--- src/rtl/config_broadcaster.sv ---
// config_broadcaster: captures one clamped shadow copy of the acquisition/trigger
// configuration and commits it into each enabled channel's registers while that channel is idle.
module config_broadcaster #(
  parameter int CHANNEL_NUM                 = 4,
  parameter int ADC_RESOLUTION_WIDTH        = 12,
  parameter int MAX_PRE_ACQUISITION_LENGTH  = 2,
  parameter int MAX_POST_ACQUISITION_LENGTH = 2,
  localparam int PW = $clog2(MAX_PRE_ACQUISITION_LENGTH) + 1,
  localparam int QW = $clog2(MAX_POST_ACQUISITION_LENGTH) + 1,
  localparam int HW = ADC_RESOLUTION_WIDTH + 1
) (
  input  logic                        CLK,
  input  logic                        RESETN,
  input  logic                        SET_CONFIG,
  input  logic                        STOP,
  input  logic [CHANNEL_NUM-1:0]      CHANNEL_ENABLE,
  input  logic [CHANNEL_NUM-1:0]      CH_BUSY,
  input  logic [1:0]                  ACQUIRE_MODE,
  input  logic [3:0]                  TRIGGER_TYPE,
  input  logic signed [15:0]          RISING_EDGE_THRESHOLD,
  input  logic signed [15:0]          FALLING_EDGE_THRESHOLD,
  input  logic signed [15:0]          L_GAIN_BASELINE,
  input  logic signed [HW-1:0]        H_GAIN_BASELINE,
  input  logic [PW-1:0]               PRE_ACQUISITION_LENGTH,
  input  logic [QW-1:0]               POST_ACQUISITION_LENGTH,
  input  logic [15:0]                 MAX_TRIGGER_LENGTH,
  output logic [CHANNEL_NUM*2-1:0]    ACQUIRE_MODE_CH,
  output logic [CHANNEL_NUM*4-1:0]    TRIGGER_TYPE_CH,
  output logic [CHANNEL_NUM*16-1:0]   RISING_EDGE_THRESHOLD_CH,
  output logic [CHANNEL_NUM*16-1:0]   FALLING_EDGE_THRESHOLD_CH,
  output logic [CHANNEL_NUM*16-1:0]   L_GAIN_BASELINE_CH,
  output logic [CHANNEL_NUM*HW-1:0]   H_GAIN_BASELINE_CH,
  output logic [CHANNEL_NUM*PW-1:0]   PRE_ACQUISITION_LENGTH_CH,
  output logic [CHANNEL_NUM*QW-1:0]   POST_ACQUISITION_LENGTH_CH,
  output logic [CHANNEL_NUM*16-1:0]   MAX_TRIGGER_LENGTH_CH,
  output logic [CHANNEL_NUM-1:0]      SET_CONFIG_CH,
  output logic [CHANNEL_NUM-1:0]      STOP_CH,
  output logic                        BUSY,
  output logic                        CONFIG_DONE,
  output logic                        CONFIG_CLAMPED
);
  typedef enum logic [1:0] {IDLE, CAPTURE, DIST} state_t;
  localparam logic [PW-1:0] PRE_MAX  = PW'(MAX_PRE_ACQUISITION_LENGTH);
  localparam logic [QW-1:0] POST_MAX = QW'(MAX_POST_ACQUISITION_LENGTH);
  state_t                   state_q;
  logic                     set_q, arm_q, busy_q, done_q, clamped_q;
  logic [CHANNEL_NUM-1:0]   mask_q, pend_q, set_ch_q, stop_q;
  logic [1:0]               sh_acq_q;
  logic [3:0]               sh_trig_q;
  logic [15:0]              sh_rise_q, sh_fall_q, sh_lg_q, sh_mtl_q;
  logic [HW-1:0]            sh_hg_q;
  logic [PW-1:0]            sh_pre_q;
  logic [QW-1:0]            sh_post_q;
  logic [CHANNEL_NUM*2-1:0]  acq_q;
  logic [CHANNEL_NUM*4-1:0]  trig_q;
  logic [CHANNEL_NUM*16-1:0] rise_q, fall_q, lg_q, mtl_q;
  logic [CHANNEL_NUM*HW-1:0] hg_q;
  logic [CHANNEL_NUM*PW-1:0] pre_q;
  logic [CHANNEL_NUM*QW-1:0] post_q;
  logic                     edge_w, pre_ovr, post_ovr, mtl_zero, fall_ovr, clamp_w;
  logic [CHANNEL_NUM-1:0]   commit_w;
  // arm_q blocks a level already high out of reset from counting as an edge
  assign edge_w   = SET_CONFIG & ~set_q & arm_q;
  assign pre_ovr  = PRE_ACQUISITION_LENGTH > PRE_MAX;
  assign post_ovr = POST_ACQUISITION_LENGTH > POST_MAX;
  assign mtl_zero = MAX_TRIGGER_LENGTH == 16'd0;
  assign fall_ovr = FALLING_EDGE_THRESHOLD > RISING_EDGE_THRESHOLD;
  assign clamp_w  = pre_ovr | post_ovr | mtl_zero | fall_ovr;
  assign commit_w = (state_q == DIST && !STOP && !edge_w) ? pend_q & ~CH_BUSY : '0;
  always_ff @(posedge CLK or negedge RESETN)
    if (!RESETN) begin
      state_q   <= IDLE;
      set_q     <= 1'b0;
      arm_q     <= 1'b0;
      busy_q    <= 1'b0;
      done_q    <= 1'b0;
      clamped_q <= 1'b0;
      mask_q    <= '0;
      pend_q    <= '0;
      set_ch_q  <= '0;
      stop_q    <= '0;
      sh_acq_q  <= '0;
      sh_trig_q <= '0;
      sh_rise_q <= '0;
      sh_fall_q <= '0;
      sh_lg_q   <= '0;
      sh_hg_q   <= '0;
      sh_pre_q  <= '0;
      sh_post_q <= '0;
      sh_mtl_q  <= '0;
    end else begin
      set_q    <= SET_CONFIG;
      arm_q    <= arm_q | ~SET_CONFIG;
      stop_q   <= {CHANNEL_NUM{STOP}} & mask_q;
      set_ch_q <= commit_w;
      done_q   <= 1'b0;
      case (state_q)
        IDLE: if (edge_w && !STOP) begin
          state_q <= CAPTURE;
          busy_q  <= 1'b1;
        end
        CAPTURE: begin
          sh_acq_q  <= ACQUIRE_MODE;
          sh_trig_q <= TRIGGER_TYPE;
          sh_rise_q <= RISING_EDGE_THRESHOLD;
          sh_fall_q <= fall_ovr ? RISING_EDGE_THRESHOLD : FALLING_EDGE_THRESHOLD;
          sh_lg_q   <= L_GAIN_BASELINE;
          sh_hg_q   <= H_GAIN_BASELINE;
          sh_pre_q  <= pre_ovr ? PRE_MAX : PRE_ACQUISITION_LENGTH;
          sh_post_q <= post_ovr ? POST_MAX : POST_ACQUISITION_LENGTH;
          sh_mtl_q  <= mtl_zero ? 16'd1 : MAX_TRIGGER_LENGTH;
          mask_q    <= CHANNEL_ENABLE;
          pend_q    <= CHANNEL_ENABLE;
          clamped_q <= clamp_w;
          state_q   <= DIST;
        end
        DIST: if (STOP) begin
          pend_q  <= '0;
          state_q <= IDLE;
          busy_q  <= 1'b0;
        end else if (edge_w) begin
          state_q <= CAPTURE;
        end else if (pend_q == '0) begin
          done_q  <= 1'b1;
          state_q <= IDLE;
          busy_q  <= 1'b0;
        end else begin
          pend_q <= pend_q & ~commit_w;
        end
        default: begin
          state_q <= IDLE;
          busy_q  <= 1'b0;
        end
      endcase
    end
  always_ff @(posedge CLK or negedge RESETN)
    if (!RESETN) begin
      acq_q  <= '0;
      trig_q <= '0;
      rise_q <= '0;
      fall_q <= '0;
      lg_q   <= '0;
      hg_q   <= '0;
      pre_q  <= '0;
      post_q <= '0;
      mtl_q  <= '0;
    end else begin
      for (int i = 0; i < CHANNEL_NUM; i++)
        if (commit_w[i]) begin
          acq_q[i*2 +: 2]    <= sh_acq_q;
          trig_q[i*4 +: 4]   <= sh_trig_q;
          rise_q[i*16 +: 16] <= sh_rise_q;
          fall_q[i*16 +: 16] <= sh_fall_q;
          lg_q[i*16 +: 16]   <= sh_lg_q;
          hg_q[i*HW +: HW]   <= sh_hg_q;
          pre_q[i*PW +: PW]  <= sh_pre_q;
          post_q[i*QW +: QW] <= sh_post_q;
          mtl_q[i*16 +: 16]  <= sh_mtl_q;
        end
    end
  assign ACQUIRE_MODE_CH            = acq_q;
  assign TRIGGER_TYPE_CH            = trig_q;
  assign RISING_EDGE_THRESHOLD_CH   = rise_q;
  assign FALLING_EDGE_THRESHOLD_CH  = fall_q;
  assign L_GAIN_BASELINE_CH         = lg_q;
  assign H_GAIN_BASELINE_CH         = hg_q;
  assign PRE_ACQUISITION_LENGTH_CH  = pre_q;
  assign POST_ACQUISITION_LENGTH_CH = post_q;
  assign MAX_TRIGGER_LENGTH_CH      = mtl_q;
  assign SET_CONFIG_CH              = set_ch_q;
  assign STOP_CH                    = stop_q;
  assign BUSY                       = busy_q;
  assign CONFIG_DONE                = done_q;
  assign CONFIG_CLAMPED             = clamped_q;
endmodule

--- config.mk ---
export PLATFORM = sky130hd
export DESIGN_NAME = config_broadcaster
export DESIGN_NICKNAME = d
export VERILOG_FILES = /design/src/rtl/config_broadcaster.sv
export SDC_FILE = /design/constraint.sdc
export NUM_CORES = 1
export LEC_CHECK = 0
export BUFFER_PORTS_ARGS = -buffer_cell sky130_fd_sc_hd__buf_4
export CAP_MARGIN = 30
export CORE_MARGIN = 2
export CORE_UTILIZATION = 25
export CTS_BUF_LIST = sky130_fd_sc_hd__clkbuf_16
export CTS_CLUSTER_SIZE = 16
export DETAILED_ROUTE_END_ITERATION = 6
export PLACE_DENSITY = 0.55
export RECOVER_POWER = 25
export SLEW_MARGIN = 5
export SYNTH_ARGS = -nofsm -noshare
export SYNTH_HDL_FRONTEND = slang
export SYNTH_SLANG_ARGS = --single-unit
--- constraint.sdc ---
create_clock -name CLK -period 2.6 [get_ports CLK]
set_clock_uncertainty 0.05 [all_clocks]
set_input_delay 0.26 -clock CLK [delete_from_list [all_inputs] [get_ports CLK]]
set_output_delay 0.26 -clock CLK [all_outputs]
set_load 0.02 [all_outputs]
## Yosys cells after proc, flatten, opt, wreduce, memory -nomap -nowiden

Index checks and enable logic that the tools add are counted.

- Reductions and logical operators: 12
- Equal/unequal tests: 7
- Mux-type cells: 23
- $lt $le $gt $ge: 3
- Bitwise logic cells: 14

Operator list:

| cell | count |
|---|---|
| $mux 16 | 2 |
| $gt 16x16->1 | 1 |
| $logic_not 16->1 | 1 |
| $mux 4 | 4 |
| $and 4x4->4 | 3 |
| $mux 2 | 6 |
| $mux 1 | 8 |
| $not 4->4 | 2 |
| $pmux 4 s2 | 1 |
| $ne 3x3->1 const B | 2 |
| $pmux 2 s3 | 1 |
| $gt 2x2->1 const B | 2 |
| $logic_not 4->1 | 1 |
| $ne 4x3->1 const B | 1 |
| $or 1x1->1 | 4 |
| $reduce_and 4->1 | 1 |
| $logic_and 1x1->1 | 3 |
| $ne 3x2->1 const B | 1 |
| $not 1->1 | 3 |
| $pmux 1 s3 | 1 |
| $reduce_and 3->1 | 1 |
| $and 1x1->1 | 2 |
| $eq 2x1->1 const B | 1 |
| $eq 2x2->1 const B | 1 |
| other kinds (5) | 6 |

- Register bits: 458
- Logic and storage cells: 114
- Input bits: 99

## Logic depth before layout (Yosys ltp)

- Word-level depth: 12
- Depth in mapped cells: 9

## Worst setup path before layout

No wires, ideal clock.

- Path type: reg-to-reg
- From: reg state_q[0]
- To: reg rise_q[0] (netlist: RISING_EDGE_THRESHOLD_CH[0])
- Setup time: 0.125 ns
- Data required time: 2.425 ns
- Period minus slack after synthesis: 2.179 ns
- Stages on the path, launching flop included: 10
- Path slack: 0.421 ns
- Arrival: 2.004 ns
- Path through: dfrtp_1 inv_1 ha_1 nor2b_1 nand2_1 nor3b_1 buf_2 buf_4 buf_4 mux2_2

- Longest elaborated chain between the ends: 4

Ends and longest elaborated chain:

| element | RTL line | RTL |
|---|---|---|
| start, declared | 45 | `state_t state_q;` |
| start signal, assigned | 72 | `state_q <= IDLE;` |
| start signal, assigned | 99 | `state_q <= CAPTURE;` |
| start signal, assigned | 115 | `state_q <= DIST;` |
| $eq 2x2->1 | 69 | `assign commit_w = (state_q == DIST && !STOP && !edge_w) ? pend_q & ~CH_BUSY : '0;` |
| $logic_and 1x1->1 (2 in series) | 69 |  |
| $mux 4 | 69 |  |
| end signal, assigned by index | 152 | `rise_q[i*16 +: 16] <= sh_rise_q;` |
| end, declared | 56 | `logic [CHANNEL_NUM*16-1:0] rise_q, fall_q, lg_q, mtl_q;` |

No other way between the ends.
A chain may end at the register's enable or synchronous reset.

## Worst setup path in the final report

- From: in RISING_EDGE_THRESHOLD[15]
- To: reg sh_fall_q[1]

- Longest elaborated chain between the ends: 2

Ends and longest elaborated chain:

| element | RTL line | RTL |
|---|---|---|
| start, declared | 20 | `input logic signed [15:0] RISING_EDGE_THRESHOLD,` |
| $gt 16x16->1 | 67 | `assign fall_ovr = FALLING_EDGE_THRESHOLD > RISING_EDGE_THRESHOLD;` |
| $mux 16 | 106 | `sh_fall_q <= fall_ovr ? RISING_EDGE_THRESHOLD : FALLING_EDGE_THRESHOLD;` |
| end signal, assigned | 106 |  |
| end, declared | 50 | `logic [15:0] sh_rise_q, sh_fall_q, sh_lg_q, sh_mtl_q;` |

No other way between the ends.

==> insert_results.sql <==
INSERT INTO impl_metrics (metric_group, metric, value, unit) VALUES
('timing', 'fin_worst_hold_slack', '0.186', 'ns'),
('worst_setup_path', 'worst-endpoint-arrival', '2.81', 'ns'),
('clock_tree', 'tritoncts_clock_tree', 'done', ''),
('clock_tree', 'clk_transition_reported_paths', '0.06', 'ns'),
('detailed_routing', 'first_pass_iters', '4', ''),
('worst_setup_path', 'r2r-end', 'H_GAIN_BASELINE_CH[48]$_DFFE_PN0P_', ''),
('global_route', 'number_of_global_route_vias_before_repair', '12800', ''),
('timing', 'timing.final.setup_violations', '0', ''),
('worst_setup_path', 'reg2reg_depth', '8', ''),
('floorplan', 'fp-row-count', '97', ''),
('min_path', 'timing.hold.worst_path_depth', '4', ''),
('synthesis', 'synth-seq-area-share', '64.9', '%'),
('timing', 'postLayoutSetupSlackWorst', '0.207', 'ns'),
('synthesis', 'mean_instance_size_in_the_synthesized_netlist', '16.2', 'um2'),
('detailed_routing', 'routedWlPerCell', '20.0', 'um'),
('clock_tree', 'cts-buffers-inserted', '51', ''),
('detailed_routing', 'drtAntennaViolNets', '0', ''),
('synthesis', 'synth-warning-count', '0', ''),
('floorplan', 'design.portCount', '458', ''),
('global_route', 'gr-total-overflow', '0', ''),
('run_status', 'status', 'finished, violations left', ''),
('finish', 'layout_commonest_cell', 'buf_4', ''),
('placed_design', 'dp.cells', '2491', ''),
('floorplan', 'core-area', '70000', 'um2'),
('placed_design', 'place.port_buffers', '457', ''),
('global_route', 'grtUsageTotal', '14.7', '%'),
('worst_setup_path', 'start_to_end_type_of_the_worst_setup_path', 'in -> reg', ''),
('clock_tree', 'clock_insertion_delay_worst_skew', '0.58', 'ns'),
('clock_tree', 'clock_sinks', '458', ''),
('clock_tree', 'cts_max_path_buffers', '3', ''),
('detailed_routing', 'via_count_of_the_routed_design', '11600', ''),
('min_path', 'min-delay-path-class', 'in -> reg', ''),
('synthesis', 'synthesis.nets', '1210', ''),
('worst_setup_path', 'worst-r2r-setup-slack', '0.24', 'ns'),
('run', 'drv.max_cap_violation_count', '1', ''),
('detailed_routing', 'viasPerCell', '4.34', ''),
('timing', 'final.setup.tns', '0', 'ns'),
('finish', 'post_layout_cell_count', '2670', ''),
('floorplan', 'dieArea', '72800', 'um2'),
('finish', 'areaGrowthSynthToFinish', '42.4', '%'),
('finish', 'layout-drive-gt1-share', '58.4', '%'),
('global_route', 'initial_antenna_violation_count', '0', ''),
('timing', 'final-hold-violation-count', '0', ''),
('timing', 'rsz0062_at_grt', 'false', ''),
('synthesis', 'cells_after_synth', '1090', ''),
('detailed_routing', 'post-route-drc-count', '0', ''),
('clock_tree', 'clockRootBuffer', 'clkbuf_16', ''),
('finish', 'n_antenna_cell', '0', ''),
('clock_tree', 'h-tree-depth', '2', ''),
('pwr', 'total_leakage_power', '12.2', 'nW'),
('worst_setup_path', 'worstSetupEndpointType', 'flop', ''),
('synthesis', 'ys_types', '41', ''),
('run_status', 'violations', 'max-capacitance violations, max-slew violations', ''),
('pwr', 'power.density', '1290', 'nW/um2'),
('finish', 'postLayoutCoreUtil', '35.9', '%'),
('synthesis', 'postSynthRegisterBits', '458', ''),
('finish', 'final_nets', '1818', ''),
('detailed_routing', 'drt_iter0_markers', '490', ''),
('synthesis', 'synth_edf_count', '0', ''),
('worst_setup_path', 'r2r_start', 'state_q[0]$_DFFE_PN0P_', ''),
('timing', 'maxSlewViolCount', '62', ''),
('floorplan', 'initial_utilization', '25.2', '%'),
('detailed_routing', 'totalWireLength', '53400', 'um'),
('timing', 'tightest_slew', '1.88', 'ns'),
('global_route', 'wire_length_of_the_first_global_routing_pass', '82600', 'um'),
('min_path', 'holdCritStartpoint', 'CH_BUSY[1]', ''),
('timing', 'timing.final.crit_share', '92.1', '%'),
('finish', 'mostFrequentLayoutCells', 'buf_4, dfrtp_1, mux2_2', ''),
('placed_design', 'routabilityCongestion', '0.771', ''),
('timing', 'maxSlewHeadroom', '-25.6', '%'),
('floorplan', 'die-width', '270', 'um');
==> sequential cells by signal, summed over array words and instances, names as in the netlist, 8 cells and up <==
name,cells
sh_mtl_q,16
MAX_TRIGGER_LENGTH_CH,64
FALLING_EDGE_THRESHOLD_CH,64
sh_rise_q,16
L_GAIN_BASELINE_CH,64
PRE_ACQUISITION_LENGTH_CH,8
POST_ACQUISITION_LENGTH_CH,8
sh_hg_q,13
ACQUIRE_MODE_CH,8
RISING_EDGE_THRESHOLD_CH,64
sh_lg_q,16
TRIGGER_TYPE_CH,16
H_GAIN_BASELINE_CH,52
sh_fall_q,16
==> cell families after synthesis <==
family	Yosys count	synth area share, %
multiplexers	413	26.3
buffers and inverters	77	2.13
flip-flops	458	64.9
AO/OA/AOI/OAI	75	3.60
adder cells (fa/ha/maj)	21	1.49
AND/OR/NAND/NOR	46	1.57
==> through the flow <==
step                cell area [um2]  power, mW
detailed placement            22700       25.9
floorplan                     17700       19.3
CTS                           25200       33.1
finish                        25200       32.6
global placement              22700       25.6
global route                  25200       34.4
==> how the worst max path moves through the flow <==
stage,from,to,slack [ns],cells past startpoint
after floorplan,state_q[0]$_DFFE_PN0P_,RISING_EDGE_THRESHOLD_CH[0]$_DFFE_PN0P_,0.42,9
after global placement,state_q[0]$_DFFE_PN0P_,RISING_EDGE_THRESHOLD_CH[49]$_DFFE_PN0P_,0.11,8
after detailed placement,state_q[0]$_DFFE_PN0P_,RISING_EDGE_THRESHOLD_CH[55]$_DFFE_PN0P_,0.06,8
after CTS,state_q[0]$_DFFE_PN0P_,H_GAIN_BASELINE_CH[48]$_DFFE_PN0P_,0.03,8
after global routing,state_q[0]$_DFFE_PN0P_,H_GAIN_BASELINE_CH[48]$_DFFE_PN0P_,0.005,8
final,RISING_EDGE_THRESHOLD[15],sh_fall_q[1]$_DFFE_PN0N_,0.21,9
==> repair_timing <==
action / 4_1_cts / 5_1_grt
setup endpoints to repair: 0 / 119
gates resized for setup: 0 / 3
hold buffers: 94 / 0
hold endpoints to repair: 156 / 0
buffers inserted: 0 / 0
==> report_power, final <==
part	internal, mW	switching, mW
clock network	3.94	2.88
logic	6.39	6.49
registers	10.4	2.47
==> cell usage after synthesis (2+ instances only) <==
cell | n | area (um2)
a21oi_1 | 9 | 45.0
a22o_1 | 12 | 105
and2_1 | 5 | 31.3
buf_1 | 8 | 30.0
buf_2 | 33 | 165
buf_4 | 8 | 60.1
buf_6 | 2 | 22.5
clkbuf_1 | 2 | 7.51
dfrtp_1 | 458 | 11500
ha_1 | 21 | 263
inv_1 | 23 | 86.3
mux2_2 | 413 | 4650
nand2_1 | 11 | 41.3
nand2b_1 | 2 | 12.5
nand3b_1 | 2 | 15.0
nor2_1 | 7 | 26.3
nor2b_1 | 2 | 12.5
nor3b_1 | 4 | 30.0
nor4_1 | 6 | 37.5
o21ai_0 | 11 | 55.1
o221a_1 | 10 | 113
o221a_2 | 6 | 67.6
o22a_1 | 17 | 149
==> area by class of cell <==
class	instances	area, um2
clock buffer	53	1330
timing repair buffer	608	5010
fill	6787	44900
inverter	24	90.1
tap	940	1180
sequential	458	11500
multi-input combinational	555	5870
clock inverter	32	224
==> per-layer routing <==
layer | up-vias | wire [um] | track usage [%]
li1 | 5152 | - | -
met1 | 5989 | 21500 | 17.4
met2 | 348 | 26700 | 25.1
met3 | 112 | 3260 | 4.00
met4 | 0 | 2020 | 6.05
met5 | - | 0 | 0
==> worst max-delay path, cell delays in order <==
cell and delay, ns:
dlygate4sd3_1 0.53, buf_4 0.17, inv_1 0.06, ha_1 0.32
nand4_2 0.14, nor4_2 0.32, a221o_2 0.28, nand4_4 0.31
o221a_2 0.40
Power figures use the tool's default switching activity.
